[config.mk]
export PLATFORM = sky130hd
export DESIGN_NAME = bit_serializer_flat
export DESIGN_NICKNAME = d
export VERILOG_FILES = /design/src/rtl/bit_serializer_if.sv /design/src/rtl/bit_serializer.sv /design/src/flat_wrapper.sv
export SDC_FILE = /design/constraint.sdc
export NUM_CORES = 1
export LEC_CHECK = 0
export ABC_AREA = 1
export BUFFER_PORTS_ARGS = -buffer_cell sky130_fd_sc_hd__buf_4
export CORE_UTILIZATION = 40
export CTS_BUF_LIST = sky130_fd_sc_hd__clkbuf_4 sky130_fd_sc_hd__clkbuf_8 sky130_fd_sc_hd__clkbuf_16
export DETAILED_ROUTE_END_ITERATION = 10
export REMOVE_ABC_BUFFERS = 1
export SLEW_MARGIN = 20
export SYNTH_ARGS = -nofsm -noshare
export SYNTH_HDL_FRONTEND = slang
export SYNTH_SLANG_ARGS = --single-unit
[constraint.sdc]
create_clock -name clk -period 1.5 [get_ports clk]
set_clock_uncertainty 0.05 [all_clocks]
set_input_delay 0.075 -clock clk [delete_from_list [all_inputs] [get_ports clk]]
set_output_delay 0.075 -clock clk [all_outputs]
set_load 0.03 [all_outputs]
[src/rtl/bit_serializer_if.sv]
// -----------------------------------------------------------------------------
// bit_serializer_if
// Handshake bundle between an upstream word source, the bit serializer and a
// downstream bit consumer.
//   load_valid / data_in / load_ready : parallel word load handshake
//   ser_ready                         : downstream consumes ser_out this cycle
//   ser_out / ser_valid               : serial bit stream, MSB first
//   ser_first / ser_last              : word boundary markers on ser_out
//   word_count                        : words fully shifted out, modulo 256
// Modports: master = upstream/downstream environment, slave = serializer.
// -----------------------------------------------------------------------------
interface bit_serializer_if #(
    parameter int WIDTH = 8
);
    logic             load_valid;
    logic [WIDTH-1:0] data_in;
    logic             load_ready;
    logic             ser_ready;
    logic             ser_out;
    logic             ser_valid;
    logic             ser_first;
    logic             ser_last;
    logic [7:0]       word_count;

    modport master (
        output load_valid, data_in, ser_ready,
        input  load_ready, ser_out, ser_valid, ser_first, ser_last, word_count
    );

    modport slave (
        input  load_valid, data_in, ser_ready,
        output load_ready, ser_out, ser_valid, ser_first, ser_last, word_count
    );
endinterface

[src/rtl/bit_serializer.sv]
// -----------------------------------------------------------------------------
// bit_serializer
// Accepts a WIDTH-bit parallel word and streams it out MSB first, one bit per
// consumed cycle (ser_valid & ser_ready), flagging the first and last bit.
// Ports:
//   clk  : rising-edge clock
//   rst  : asynchronous active-high reset
//   bus  : bit_serializer_if.slave (load handshake, serial stream, word_count)
// Optional feature (macro BIT_SERIALIZER_AUTOLOAD_EN):
//   while the last bit is being consumed a new word may be loaded in the same
//   cycle, so consecutive words stream without a bubble. Without the macro a
//   word is only accepted in IDLE, leaving one idle cycle between words.
// -----------------------------------------------------------------------------
module bit_serializer #(
    parameter int WIDTH = 8
) (
    input  logic                clk,
    input  logic                rst,
    bit_serializer_if.slave     bus
);
    localparam int IW = (WIDTH > 2) ? $clog2(WIDTH) : 1;
    localparam logic [IW-1:0] LAST_IDX = IW'(WIDTH - 1);

    typedef enum logic {
        IDLE  = 1'b0,
        SHIFT = 1'b1
    } state_t;

    state_t           state_q, state_d;
    logic [WIDTH-1:0] shreg_q, shreg_d;   // held word, current bit always at MSB
    logic [IW-1:0]    idx_q,   idx_d;     // bits already consumed from this word
    logic [7:0]       wcnt_q,  wcnt_d;
    logic             load_ready;
    logic             is_last;

    always_ff @(posedge clk or posedge rst) begin
        if (rst) begin
            state_q <= IDLE;
            shreg_q <= '0;
            idx_q   <= '0;
            wcnt_q  <= '0;
        end else begin
            state_q <= state_d;
            shreg_q <= shreg_d;
            idx_q   <= idx_d;
            wcnt_q  <= wcnt_d;
        end
    end

    assign is_last = (state_q == SHIFT) && (idx_q == LAST_IDX);

    always_comb begin
        state_d    = state_q;
        shreg_d    = shreg_q;
        idx_d      = idx_q;
        wcnt_d     = wcnt_q;
        load_ready = 1'b0;
        unique case (state_q)
            IDLE: begin
                load_ready = 1'b1;
                if (bus.load_valid) begin
                    shreg_d = bus.data_in;
                    idx_d   = '0;
                    state_d = SHIFT;
                end
            end
            SHIFT: begin
                if (bus.ser_ready) begin
                    if (is_last) begin
                        wcnt_d  = wcnt_q + 8'd1;
                        state_d = IDLE;
`ifdef BIT_SERIALIZER_AUTOLOAD_EN
                        // Reload in the same edge the LSB leaves: no bubble.
                        load_ready = 1'b1;
                        if (bus.load_valid) begin
                            shreg_d = bus.data_in;
                            idx_d   = '0;
                            state_d = SHIFT;
                        end
`endif
                    end else begin
                        shreg_d = {shreg_q[WIDTH-2:0], 1'b0};
                        idx_d   = idx_q + 1'b1;
                    end
                end
            end
            default: state_d = IDLE;
        endcase
    end

    // Outputs are pure decodes of registered state, so reset clears them
    // immediately without waiting for a clock edge.
    assign bus.load_ready = load_ready;
    assign bus.ser_valid  = (state_q == SHIFT);
    assign bus.ser_out    = (state_q == SHIFT) & shreg_q[WIDTH-1];
    assign bus.ser_first  = (state_q == SHIFT) & (idx_q == '0);
    assign bus.ser_last   = is_last;
    assign bus.word_count = wcnt_q;

endmodule

[src/flat_wrapper.sv]
// flat-port wrapper written by rule: the top's interface ports become plain ports
module bit_serializer_flat 
#(
    parameter int WIDTH = 8
)
  (clk, rst, bus_load_valid, bus_data_in, bus_ser_ready, bus_load_ready, bus_ser_out, bus_ser_valid, bus_ser_first, bus_ser_last, bus_word_count);
  bit_serializer_if #(.WIDTH(WIDTH)) bus_i ();
  input  logic clk;
  input  logic rst;
  input wire logic [$bits(bus_i.load_valid)-1:0] bus_load_valid;
  input wire logic [$bits(bus_i.data_in)-1:0] bus_data_in;
  input wire logic [$bits(bus_i.ser_ready)-1:0] bus_ser_ready;
  output wire logic [$bits(bus_i.load_ready)-1:0] bus_load_ready;
  output wire logic [$bits(bus_i.ser_out)-1:0] bus_ser_out;
  output wire logic [$bits(bus_i.ser_valid)-1:0] bus_ser_valid;
  output wire logic [$bits(bus_i.ser_first)-1:0] bus_ser_first;
  output wire logic [$bits(bus_i.ser_last)-1:0] bus_ser_last;
  output wire logic [$bits(bus_i.word_count)-1:0] bus_word_count;
  assign bus_i.load_valid = bus_load_valid;
  assign bus_i.data_in = bus_data_in;
  assign bus_i.ser_ready = bus_ser_ready;
  assign bus_load_ready = bus_i.load_ready;
  assign bus_ser_out = bus_i.ser_out;
  assign bus_ser_valid = bus_i.ser_valid;
  assign bus_ser_first = bus_i.ser_first;
  assign bus_ser_last = bus_i.ser_last;
  assign bus_word_count = bus_i.word_count;
  bit_serializer #(.WIDTH(WIDTH)) u_core (.clk(clk), .rst(rst), .bus(bus_i));
endmodule
==> flow_summary.ini <==
[final_layout]
fillerInstances = 204
area_delta_synth_final_pct = 44.1
layout.nets = 184
layout.cells.non_filler = 197
n_antenna_cell = 0
drive_above_1_share = 0.323
multi_input_area_sq_um = 494
seq_area_sq_um = 502

[setup_path]
worst-path-buf-inv = 3
required_ns = 1.37
critical_path_class = reg -> out
startpoint = u_core.idx_q[0]$_DFFE_PP0P_
timing.rr.start = u_core.idx_q[0]$_DFFE_PP0P_
cp-start-kind = flop
cpPeakStageDelay_ns = 0.41
path_delay_family = flip-flops
path_max_fanout = 2
worstPathArrival_ns = 1.31
cp_slowest_cell = dfrtp_1
worstPathCellList = buf_6 > inv_4 > ha_4 > nand2_2 > nor2_2 > buf_6
end_kind = output port
cpMostUsedCell = buf_6

[place]
hpwlAfterDp_mm = 1.58
dp_slack_ns = -0.00471
dp.cells = 185
numPortBuffers = 24
gp_congestion = 0.737

[power]
p_per_area_nw_per_um2 = 1510
pwr-share-clk = 0.142
power_switching_uw = 884
power_frac_comb = 0.483
irDropWorstVdd_mv = 1.01
leakage_nw = 0.765
p_int_mw = 1.36
seqPwrFrac = 0.375
total_power_mw = 2.25
netSwitchingFraction = 0.393

[detailed_routing]
drcViolationCount = 0
first_iter_violations = 7
num_vias = 953
firstDrtPassIters = 4
wl_per_cell_um = 11.1
antenna_left = 0
vias_per_cell = 4.84
routed_wl_mm = 2.19

[grt]
antenna_found_initial = 0
grt_remaining_overflow = 0
grt_use_total = 0.178
first_global_vias = 858
grt_first_pass_wirelength_mm = 3.57
grt_max_degree = 21

[synthesis]
synthXorXnorAreaFrac = 0.0340
yosys_most_used_dff = dfrtp_1
synth-edff-count = 0
synth_fa_ha_area_frac = 0.0485
synth_compound_area_frac = 0.0825
yosysTopAreaCellShare = 0.485
avgSynthCellArea_sq_um = 8.18
synthTopCellsByArea = dfrtp_1 49%, nand2_1 11%, nand3_1 7.3%
yosys.area.top_type = dfrtp_1
yosysSeqAreaShare = 0.485
synth_top_family_by_area = simple AND/OR/NAND/NOR gates
ys_ff_latch = 20
async_flop_share = 1.00
synth_area_sq_um = 1030
syn_inst = 126
ys_types = 21
synth.area.mux_share = 0
synth_warnings = 0
yosys.area_share.simple = 0.266
ys_top_cells_by_count = 31 x nand2_1, 20 x dfrtp_1, 18 x inv_1, 15 x nand3_1, 9 x nor2_1
yosysMostFrequentCell = nand2_1

[die]
die_w_um = 52.8
die-area_sq_um = 2780
io_pins = 25
start_util = 0.420
rows = 18
core-area_sq_um = 2450
die_h_um = 52.8

[cts]
clkTransAtPathRegs_ns = 0.12
cts_root_buf = clkbuf_4
cts_tree = built
insertion_delay_ns = 0.30
clock_path_buffers = 2
htreeDepth = 1
cts_made_buffers = 3
clock-sinks = 20

[timing]
period_share = 0.959
hold_viol_final = 0
tightest_slew_ns = 0.257
slew_viol_final = 0
max_freq_mhz = 695
setup_ws_ns = 0.0616
fin_crit_ns = 1.44
slew_headroom = 0.828
rsz0062_at_grt = true
finalSetupViolations = 0

[hold_path]
min_path_type = in -> reg
holdCritStartpoint = bus_data_in[6]

[flow_run]
cap_viol_max_count = 0

[run_status]
outcome = finished, final reports clean
==> cells by family (layout without fill, tap and decap cells) <==
group | count (synthesis) | count (layout)
AND/OR/NAND/NOR | 62 | 62
buffers and inverters | 22 | 63
flip-flops | 20 | 20
AO/OA/AOI/OAI | 14 | 14
adder cells (fa/ha/maj) | 4 | 4
XOR/XNOR | 4 | 4
==> layout make-up <==
type / instances / area share
Tap cell: 30 / 0.0253
Sequential cell: 20 / 0.338
Inverter: 19 / 0.0497
Timing Repair Buffer: 40 / 0.230
Clock buffer: 4 / 0.0244
Multi-Input combinational cell: 84 / 0.333
==> power by group through the flow <==
stage                     Clock (mW)  Combinational [mW]  Sequential (mW)
after floorplan                    0               0.504            0.901
after global placement             0               0.906            0.833
after detailed placement           0               0.927            0.839
after CTS                      0.332               0.953            0.829
after global routing           0.357                1.20            0.871
final                          0.319                1.09            0.843
==> registers in the layout (all words and copies together) (netlist names) <==
name / cells
u_core.shreg_q: 8
u_core.bus.word_count: 8
u_core.bus.ser_valid: 1
u_core.idx_q: 3
==> stage by stage <==
stage / hold WS [ns] / util / area (sq um) / TNS (ns)
2_1_floorplan: -0.0112 / - / 1020 / -2.43
3_3_place_gp: 0.0727 / 0.532 / 1310 / 0
3_5_place_dp: 0.0765 / 0.532 / 1310 / -0.00471
4_1_cts: 0.0514 / 0.577 / 1420 / 0
5_1_grt: 0.0561 / 0.605 / 1490 / -0.00703
6_report: 0.0610 / 0.605 / 1490 / 0
==> worst paths after layout <==
path / endpoint / slack (ns) / cells after the start
setup / recovery: bus_ser_first / 0.06 / 6
hold / removal: u_core.shreg_q[6]$_DFFE_PP0P_ / 0.06 / 5
setup reg to reg: u_core.shreg_q[1]$_DFFE_PP0P_ / 0.08 / 8
hold reg to reg: u_core.shreg_q[4]$_DFFE_PP0P_ / 0.46 / 2
max in group asynchronous: u_core.bus.ser_valid$_DFF_PP0_ / 0.89 / 4
min in group asynchronous: u_core.bus.word_count[5]$_DFFE_PP0P_ / 0.29 / 4
==> routing by layer <==
metal | vias up | GRT usage | wire length [um]
met5 | - | 0 | 0
met4 | 0 | 0.0658 | 10
met3 | 2 | 0.0348 | 59
met2 | 17 | 0.325 | 1140
met1 | 455 | 0.201 | 979
li1 | 479 | - | -
==> cells in the final DEF (no fill, tap or decap), types with 4 or more instances in the layout <==
| cell | count |
|---|---|
| buf_4 | 29 |
| dfrtp_1 | 19 |
| dlygate4sd3_1 | 7 |
| inv_1 | 15 |
| nand2_1 | 28 |
| nand3_1 | 14 |
| nor2_1 | 7 |
| o211ai_1 | 4 |
| xor2_1 | 4 |
==> what timing repair did <==
action,CTS,global route
pin swaps,0,2
setup endpoints to repair,7,17
buffers inserted,0,1
hold buffers,7,0
gates resized for setup,2,18
hold endpoints to repair,26,0
==> tightest hold or removal path, stage by stage <==
cell,delay (ns)
buf_4,0.08
nand2_1,0.05
nand2_1,0.06
nand2_1,0.04
o21ai_1,0.07
Note: power is estimated with default switching activity, not from simulation.
